==> src/rtl/hd63701_intc_pkg.sv <==
// Shared definitions for the HD63701 interrupt capture/arbitration unit:
// FSM state encoding, default vector addresses and the vector helper.
package hd63701_intc_pkg;

   typedef enum logic {
      INTC_ST_IDLE = 1'b0,
      INTC_ST_REQ  = 1'b1
   } intc_st_t;

   // Default vectors, kept equal to the sequencer's own definitions
   localparam logic [7:0] VA_NMI = 8'hFC;
   localparam logic [7:0] VA_IRQ = 8'hF8;

   // Vector address of source i; 8-bit arithmetic wraps modulo 256
   function automatic logic [7:0] vec_of(input logic [7:0] base,
                                         input logic [7:0] step,
                                         input logic [3:0] i);
      return base + step * {4'd0, i};
   endfunction

endpackage

==> src/rtl/hd63701_intc_prio.sv <==
// Combinational priority encoder: the highest set bit wins.
module hd63701_intc_prio #(
   parameter int NSRC = 4
) (
   input  logic [NSRC-1:0] i_req,
   output logic [3:0]      o_idx,
   output logic            o_any
);

   // Scan upward so the last (highest) set bit overwrites the result
   always_comb begin
      o_idx = 4'd0;
      o_any = 1'b0;
      for (int i = 0; i < NSRC; i++) begin
         if (i_req[i]) begin
            o_idx = 4'(i);
            o_any = 1'b1;
         end
      end
   end

endmodule

==> src/rtl/hd63701_intc.sv <==
// Interrupt capture and arbitration for the HD63701 core.
//
// state | meaning
// ------+-------------------------------------------------------------
// IDLE  | no request outstanding; looking for an eligible source
// REQ   | req=1 to the sequencer, vec/idx frozen until ack or withdrawal
//
// Source NSRC-1 is the NMI: always enabled, not gated by inte, never
// withdrawn once granted.
module hd63701_intc
   import hd63701_intc_pkg::*;
#(
   parameter int              NSRC       = 4,
   parameter logic [NSRC-1:0] LEVEL_MASK = '0,
   parameter logic [7:0]      VBASE      = 8'hF0,
   parameter int              VSTEP      = 4,
   parameter bit              SYNC       = 1'b0
) (
   input  logic            CLK,
   input  logic            RST,
   input  logic [NSRC-1:0] src,
   input  logic [NSRC-1:0] en,
   input  logic            inte,
   input  logic            hold,
   input  logic            ack,
   input  logic            clr_ovf,
   output logic            req,
   output logic [7:0]      vec,
   output logic [3:0]      idx,
   output logic            wake,
   output logic [NSRC-1:0] ovf
);

   localparam logic [NSRC-1:0] LP_NMI_BIT = {1'b1, {(NSRC-1){1'b0}}};
   localparam logic [3:0]      LP_NMI_IDX = 4'(NSRC-1);
   localparam logic [7:0]      LP_STEP    = 8'(VSTEP);

   intc_st_t        r_state;
   intc_st_t        w_state_nxt;

   logic [NSRC-1:0] w_s;
   logic [NSRC-1:0] r_prev;
   logic [NSRC-1:0] r_pend;
   logic [NSRC-1:0] r_ovf;
   logic            r_wake;
   logic [3:0]      r_idx;
   logic [7:0]      r_vec;

   logic [NSRC-1:0] w_edge;
   logic [NSRC-1:0] w_en_eff;
   logic [NSRC-1:0] w_elig;
   logic [NSRC-1:0] w_sel;
   logic [NSRC-1:0] w_clr;
   logic [NSRC-1:0] w_pend_nxt;
   logic [NSRC-1:0] w_ovf_set;
   logic [3:0]      w_win;
   logic            w_any;
   logic            w_cur_elig;
   logic            w_take;
   logic            w_ack;

   // Optional two-flop synchroniser on the raw lines
   generate
      if (SYNC) begin : g_sync
         logic [NSRC-1:0] r_meta;
         logic [NSRC-1:0] r_sync;
         // Two-stage resynchronisation of asynchronous sources
         always_ff @(posedge CLK or posedge RST) begin
            if (RST) begin
               r_meta <= '0;
               r_sync <= '0;
            end else begin
               r_meta <= src;
               r_sync <= r_meta;
            end
         end
         assign w_s = r_sync;
      end else begin : g_nosync
         assign w_s = src;
      end
   endgenerate

   // The NMI enable bit is forced on; en[NSRC-1] has no effect
   assign w_en_eff = en | LP_NMI_BIT;
   assign w_edge   = w_s & ~r_prev;
   assign w_elig   = r_pend & (LP_NMI_BIT | (w_en_eff & {NSRC{inte}}));

   hd63701_intc_prio #(
      .NSRC (NSRC)
   ) u_prio (
      .i_req (w_elig),
      .o_idx (w_win),
      .o_any (w_any)
   );

   // One-hot of the granted index, avoids a narrow-vector dynamic index
   always_comb begin
      w_sel = '0;
      for (int i = 0; i < NSRC; i++) begin
         w_sel[i] = (r_idx == 4'(i));
      end
   end

   assign w_cur_elig = |(w_elig & w_sel);
   assign w_take     = (r_state == INTC_ST_IDLE) & w_any & ~hold;
   assign w_ack      = (r_state == INTC_ST_REQ) & ack;

   // Ack only clears edge-mode sources; a new edge in the same cycle wins
   assign w_clr      = w_ack ? (w_sel & ~LEVEL_MASK) : '0;
   assign w_pend_nxt = (LEVEL_MASK & w_s) |
                       (~LEVEL_MASK & (w_edge | (r_pend & ~w_clr)));
   assign w_ovf_set  = w_edge & r_pend & ~w_clr;

   // State register
   always_ff @(posedge CLK or posedge RST) begin
      if (RST) begin
         r_state <= INTC_ST_IDLE;
      end else begin
         r_state <= w_state_nxt;
      end
   end

   // Next-state logic: grant, ack, or withdrawal of a non-NMI request
   always_comb begin
      w_state_nxt = r_state;
      case (r_state)
         INTC_ST_IDLE: begin
            if (w_take) begin
               w_state_nxt = INTC_ST_REQ;
            end
         end
         INTC_ST_REQ: begin
            if (ack) begin
               w_state_nxt = INTC_ST_IDLE;
            end else if (!w_cur_elig && (r_idx != LP_NMI_IDX)) begin
               w_state_nxt = INTC_ST_IDLE;
            end
         end
         default: w_state_nxt = INTC_ST_IDLE;
      endcase
   end

   // Outputs decoded from the registered state
   always_comb begin
      req = (r_state == INTC_ST_REQ);
   end

   // Edge history, pending, overflow and wake tracking
   always_ff @(posedge CLK or posedge RST) begin
      if (RST) begin
         r_prev <= '0;
         r_pend <= '0;
         r_ovf  <= '0;
         r_wake <= 1'b0;
      end else begin
         r_prev <= w_s;
         r_pend <= w_pend_nxt;
         r_ovf  <= w_ovf_set | (r_ovf & {NSRC{~clr_ovf}});
         r_wake <= |(r_pend & w_en_eff);
      end
   end

   // Grant capture; held frozen for the whole REQ phase
   always_ff @(posedge CLK or posedge RST) begin
      if (RST) begin
         r_idx <= 4'd0;
         r_vec <= 8'h00;
      end else if (w_take) begin
         r_idx <= w_win;
         r_vec <= vec_of(VBASE, LP_STEP, w_win);
      end
   end

   assign vec  = r_vec;
   assign idx  = r_idx;
   assign wake = r_wake;
   assign ovf  = r_ovf;

endmodule

==> config.mk <==
export PLATFORM = sky130hd
export DESIGN_NAME = hd63701_intc
export DESIGN_NICKNAME = d
export VERILOG_FILES = /design/src/rtl/hd63701_intc_pkg.sv /design/src/rtl/hd63701_intc_prio.sv /design/src/rtl/hd63701_intc.sv
export SDC_FILE = /design/constraint.sdc
export NUM_CORES = 1
export LEC_CHECK = 0
export CORE_MARGIN = 1.5
export CORE_UTILIZATION = 41
export DETAILED_ROUTE_END_ITERATION = 7
export PLACE_DENSITY_LB_ADDON = 0.05
export SLEW_MARGIN = 20
export SYNTH_ARGS = -nofsm -noshare
export SYNTH_HDL_FRONTEND = slang
export SYNTH_SLANG_ARGS = --single-unit
==> constraint.sdc <==
create_clock -name CLK -period 1.15 [get_ports CLK]
set_input_delay 0.115 -clock CLK [delete_from_list [all_inputs] [get_ports CLK]]
set_output_delay 0.115 -clock CLK [all_outputs]
set_load 0.02 [all_outputs]
## Yosys cells after proc, flatten, opt, wreduce, memory -nomap -nowiden

Cells that the tools add are included.
Widths: inputs -> output; s select.

- $add $sub $neg: 1
- Equality and inequality tests: 4
- Muxes and demuxes: 12
- Bitwise operators: 19
- Reductions and logical operators: 5

Operator list:

| operator | count |
|---|---|
| $and 4x4->4 | 8 |
| $add 5x7->8 const A | 1 |
| $eq 4x2->1 const B | 2 |
| $mux 1 | 8 |
| $not 4->4 | 2 |
| $or 4x4->4 | 2 |
| $reduce_or 4->1 | 2 |
| $eq 4x1->1 const B | 1 |
| $logic_not 4->1 | 1 |
| $mux 2 | 2 |
| $mux 4 | 1 |
| $ne 4x2->1 const B | 1 |
| $and 1x1->1 | 3 |
| $and 3x3->3 | 1 |
| $not 1->1 | 3 |
| $pmux 1 s2 | 1 |
| $logic_and 1x1->1 | 1 |
| $logic_not 1->1 | 1 |

- Bits in registers: 26
- Input port bits: 14
- Output and inout port bits: 18
- Word-level logic and storage cells: 48

## Longest topological paths before layout

- Word-level depth: 10
- Mapped depth: 3
- Gate-level depth less buffers: 3

## Modules after synthesis

Synthesis repeated with hierarchy kept, for this count alone.

- Cells, all modules: 92
- Area, all modules: 939.7 µm²

Modules (own cells, without submodules):

| module | instances | cells each | area each (µm²) | sequential area each (µm²) |
|---|---|---|---|---|
| hd63701_intc | 1 | 85 | 897.1 | 525.5 |
| hd63701_intc_prio | 1 | 7 | 42.5 | 0.0 |

## Least setup slack after synthesis

OpenSTA, ideal clock, no wires.

- Path kind: register -> register
- From: reg r_state, in the netlist req
- To: reg r_vec[3], in the netlist vec[3]
- Library setup time: 121 ps
- Data arrival time: 988 ps
- Required time: 1029 ps
- Path slack: 41 ps
- Stages on the path, launching flop included: 4
- Buffers on the path: 0
- Period minus slack after synthesis: 1109 ps
- Cell sequence: dfrtp_1 > nor2_1 > a41oi_1 > o22a_1

- Word-level cells in the longest chain between the ends: 3

RTL lines:

| element | line | text |
|---|---|---|
| start, declared | hd63701_intc.sv:38 | `intc_st_t r_state;` |
| start signal, assigned | hd63701_intc.sv:119 | `r_state <= w_state_nxt;` |
| $not 1->1 | hd63701_intc.sv:105 | `assign w_take = (r_state == INTC_ST_IDLE) & w_any & ~hold;` |
| $and 1x1->1 (2 in series) | hd63701_intc.sv:105 |  |
| end signal, assigned | hd63701_intc.sv:170 | `r_vec <= vec_of(VBASE, LP_STEP, w_win);` |
| end, declared | hd63701_intc.sv:47 | `logic [7:0] r_vec;` |

Every way passes these cells.
A chain may end at the register's enable or synchronous reset.

## Worst setup path in the final report

- From: reg r_idx[0], in the netlist idx[0]
- To: reg r_state, in the netlist req

- Word-level cells in the longest chain between the ends: 8
- Elaborated cells on any way between the ends: 12
- Classes of those cells: eq/ne (4); mux (3); bitwise (1); reduce/logical (4)

RTL lines:

| element | line | text |
|---|---|---|
| start, declared | hd63701_intc.sv:46 | `logic [3:0] r_idx;` |
| start signal, assigned | hd63701_intc.sv:169 | `r_idx <= w_win;` |
| $eq 4x1->1, or another cell as far along | hd63701_intc.sv:100 | `w_sel[i] = (r_idx == 4'(i));` |
| $and 4x4->4 | hd63701_intc.sv:104 | `assign w_cur_elig = \|(w_elig & w_sel);` |
| $reduce_or 4->1 | hd63701_intc.sv:104 |  |
| $logic_not 1->1 | hd63701_intc.sv:135 | `end else if (!w_cur_elig && (r_idx != LP_NMI_IDX)) begin` |
| $logic_and 1x1->1 (*) | hd63701_intc.sv:135 |  |
| $mux 1 (*) | hd63701_intc.sv:135 |  |
| $mux 1 (*) | hd63701_intc.sv:133 | `if (ack) begin` |
| $pmux 1 s2 (*) | hd63701_intc.sv:126 | `case (r_state)` |
| via w_state_nxt | hd63701_intc.sv:39 | `intc_st_t w_state_nxt;` |

Mark *: on every way through the listed nets, which the timed path passes. The rest lies on a longest branch.

==> qor.yml <==
synthesis:
  yosys.area.top_type_share_pct: 55.0
  synthDistinctLibCells: 26
  postSynthAreaPerCell_sq_um: 10.7
  yosys.area.top_type: "dfrtp_1"
  syn_inst: 72
  synth_warnings: 0
  ys_seq_area_share_pct: 55.0
  synth_area_leaders: "dfrtp_1, buf_4, nand2b_1"
  ys_seq_elements: 17
  syn_area_sq_um: 773
power:
  p_seq_share_pct: 44.3
  power.share.clock_pct: 15.6
  ir_drop_mv: 1.07
  power_density_nw_per_um2: 1810
  internal_power_mw: 1.22
  p_switching_mw: 0.716
  p_leak_nw: 0.459
  p_sw_share_pct: 37.1
  comb_power_share_pct: 40.1
critical_path:
  worstPathMaxFanout: 7
  cp.required_ns: 1.30
  worstPathArrival_ns: 1.31
  crit_path_start: "idx[0]$_DFFE_PP0P_"
  r2r_start: "idx[0]$_DFFE_PP0P_"
  critical_path_class: "reg -> reg"
  r2r_slack_ns: -0.009
  setup.worst_path.end_class: "flop"
  cp-start-kind: "flop"
layout:
  fill_cells: 171
  mostFrequentLayoutCell: "dfrtp_1"
  drive_gt1_share_pct: 24.8
  mostFrequentLayoutCells: "dfrtp_1, clkdlybuf4s50_1, inv_1, dlygate4sd2_1, nand2_1"
  synthToLayoutAreaGrowth_pct: 37.9
  n_antenna_cell: 0
  nets: 116
  final_cells: 126
  final_core_util_pct: 61.1
detailed_routing:
  drt_iter0_markers: 1
  avgViaCountPerCell: 4.79
  drc: 0
  wl_per_cell_um: 11.6
  drt-total-wl_mm: 1.46
  ant_nets: 0
  dr.pass1.iters: 2
  num_vias: 604
clock_tree:
  root_buffer: "clkbuf_4"
  cts_tree: "done"
  cts_sinks: 17
  cts_max_path_buffers: 2
  numCtsBuffers: 3
  htreeDepth: 1
  path_clk_slew_ns: 0.09
  cts_hold_buf: 0
  postCtsSetupRepairBufs: 0
  clk_latency_ns: 0.28
sta:
  hold_ws_ns: 0.131
  fin_worst_skew_ns: 0.00153
  tns_ns: -0.0126
  max_clock_freq_ghz: 0.863
  slew_violations: 0
  setup_viol: 2
  rsz0062_at_grt: "yes"
  period_share_pct: 101
  fin_crit_ns: 1.16
  hold_violations: 0
  setup_slack_ns: -0.00935
run_status:
  violations: "setup timing"
  run_status: "finished, violations left"
placed_design:
  place_inst: 122
  portBuffers: 26
  dp_hpwl_mm: 1.13
  gp_congestion: 0.887
floorplanning:
  ios: 32
  fp.dieW_um: 46.4
  fp.dieH_um: 46.4
  rows: 15
  start_util_pct: 44.3
  fp.coreArea_sq_um: 1750
  dieArea_sq_um: 2160
global_route:
  antenna_found_initial: 0
  overflow: 0
  grt_pass1_vias: 558
  grt_pass1_wl_mm: 2.34
  grt_max_degree: 18
  grt_usage_pct: 15.5
flow_run:
  drv_cap: 0
min_path:
  min_path_type: "in -> async"
routing by layer:
metal / up-vias / track usage, % / wire length (um)
met3: 4 / 3.53 / 80
met5: - / 0 / 0
met1: 276 / 19.3 / 652
li1: 302 / - / -
met2: 22 / 24.7 / 704
met4: 0 / 8.00 / 25
cells by family after synthesis:
| kind of cell | Yosys count | share of synthesized area [%] |
|---|---|---|
| simple gates | 19 | 14.2 |
| other cells | 1 | 0.485 |
| compound gates | 19 | 18.1 |
| buf+inv | 16 | 12.1 |
| flops | 17 | 55.0 |
power by group through the flow:
stage	Clock (mW)	Combinational (mW)	Sequential (mW)
2_1_floorplan	0	0.368	0.950
3_3_place_gp	0	0.788	0.856
3_5_place_dp	0	0.794	0.861
4_1_cts	0.314	0.739	0.847
5_1_grt	0.350	0.849	0.876
6_report	0.302	0.773	0.856
synth_stat cells:
| master | n |
|---|---|
| a21o_2 | 1 |
| a22o_1 | 1 |
| a22oi_1 | 1 |
| a311oi_1 | 1 |
| a31oi_1 | 1 |
| a32o_1 | 1 |
| a41oi_1 | 1 |
| and2b_2 | 1 |
| and3_2 | 1 |
| and4_1 | 1 |
| buf_4 | 9 |
| conb_1 | 1 |
| dfrtp_1 | 17 |
| inv_1 | 7 |
| nand2_1 | 6 |
| nand2b_1 | 5 |
| nand3_1 | 1 |
| nand3b_1 | 1 |
| nor2_1 | 1 |
| nor4b_1 | 1 |
| o21ai_0 | 5 |
| o221ai_2 | 1 |
| o22a_1 | 1 |
| o22ai_1 | 4 |
| o31ai_1 | 1 |
| or2_2 | 1 |
path summary, 6_finish.rpt:
check,endpoint,depth (start not counted)
min reg2reg,r_pend[2]$_DFF_PP0_,2
max in group asynchronous,req$_DFF_PP0_,3
min,ovf[0]$_DFF_PP0_,3
min in group CLK,r_prev[1]$_DFF_PP0_,1
max,req$_DFF_PP0_,3
max reg2reg,req$_DFF_PP0_,3
layout make-up:
| class | count | area, sq um | share of cell area, % |
|---|---|---|---|
| Clock buffer | 4 | 26.3 | 2.46 |
| Tap cell | 25 | 31.3 | 2.93 |
| Timing Repair Buffer | 31 | 273 | 25.6 |
| Inverter | 7 | 26.3 | 2.46 |
| Multi-Input combinational cell | 42 | 282 | 26.4 |
| Sequential cell | 17 | 428 | 40.1 |
sequential cells by signal, indices dropped and copies added, names as in the netlist:
| name | count |
|---|---|
| req | 1 |
| r_pend | 4 |
| wake | 1 |
| idx | 1 |
| vec | 2 |
| ovf | 4 |
| r_prev | 4 |
what timing repair did:
action / in CTS / in global routing
pin swaps: 1 / 0
gates resized for setup: 21 / 16
endpoints found under the setup margin: 16 / 14
critical path, cell delays in order, from the launching register on:
cell	delay [ns]
dfrtp_1	0.45
and4_1	0.19
a311oi_2	0.27
o31ai_1	0.12
per-stage QoR:
step	instance area (sq um)	worst slack, ns	total power, mW
finish	1070	-0.00935	1.93
floorplan	785	0.0411	1.32
global route	1070	-0.0771	2.08
CTS	1060	-0.000957	1.90
global placement	1050	-0.174	1.64
detailed placement	1050	-0.164	1.66
Note: power is estimated with default switching activity, not from simulation.
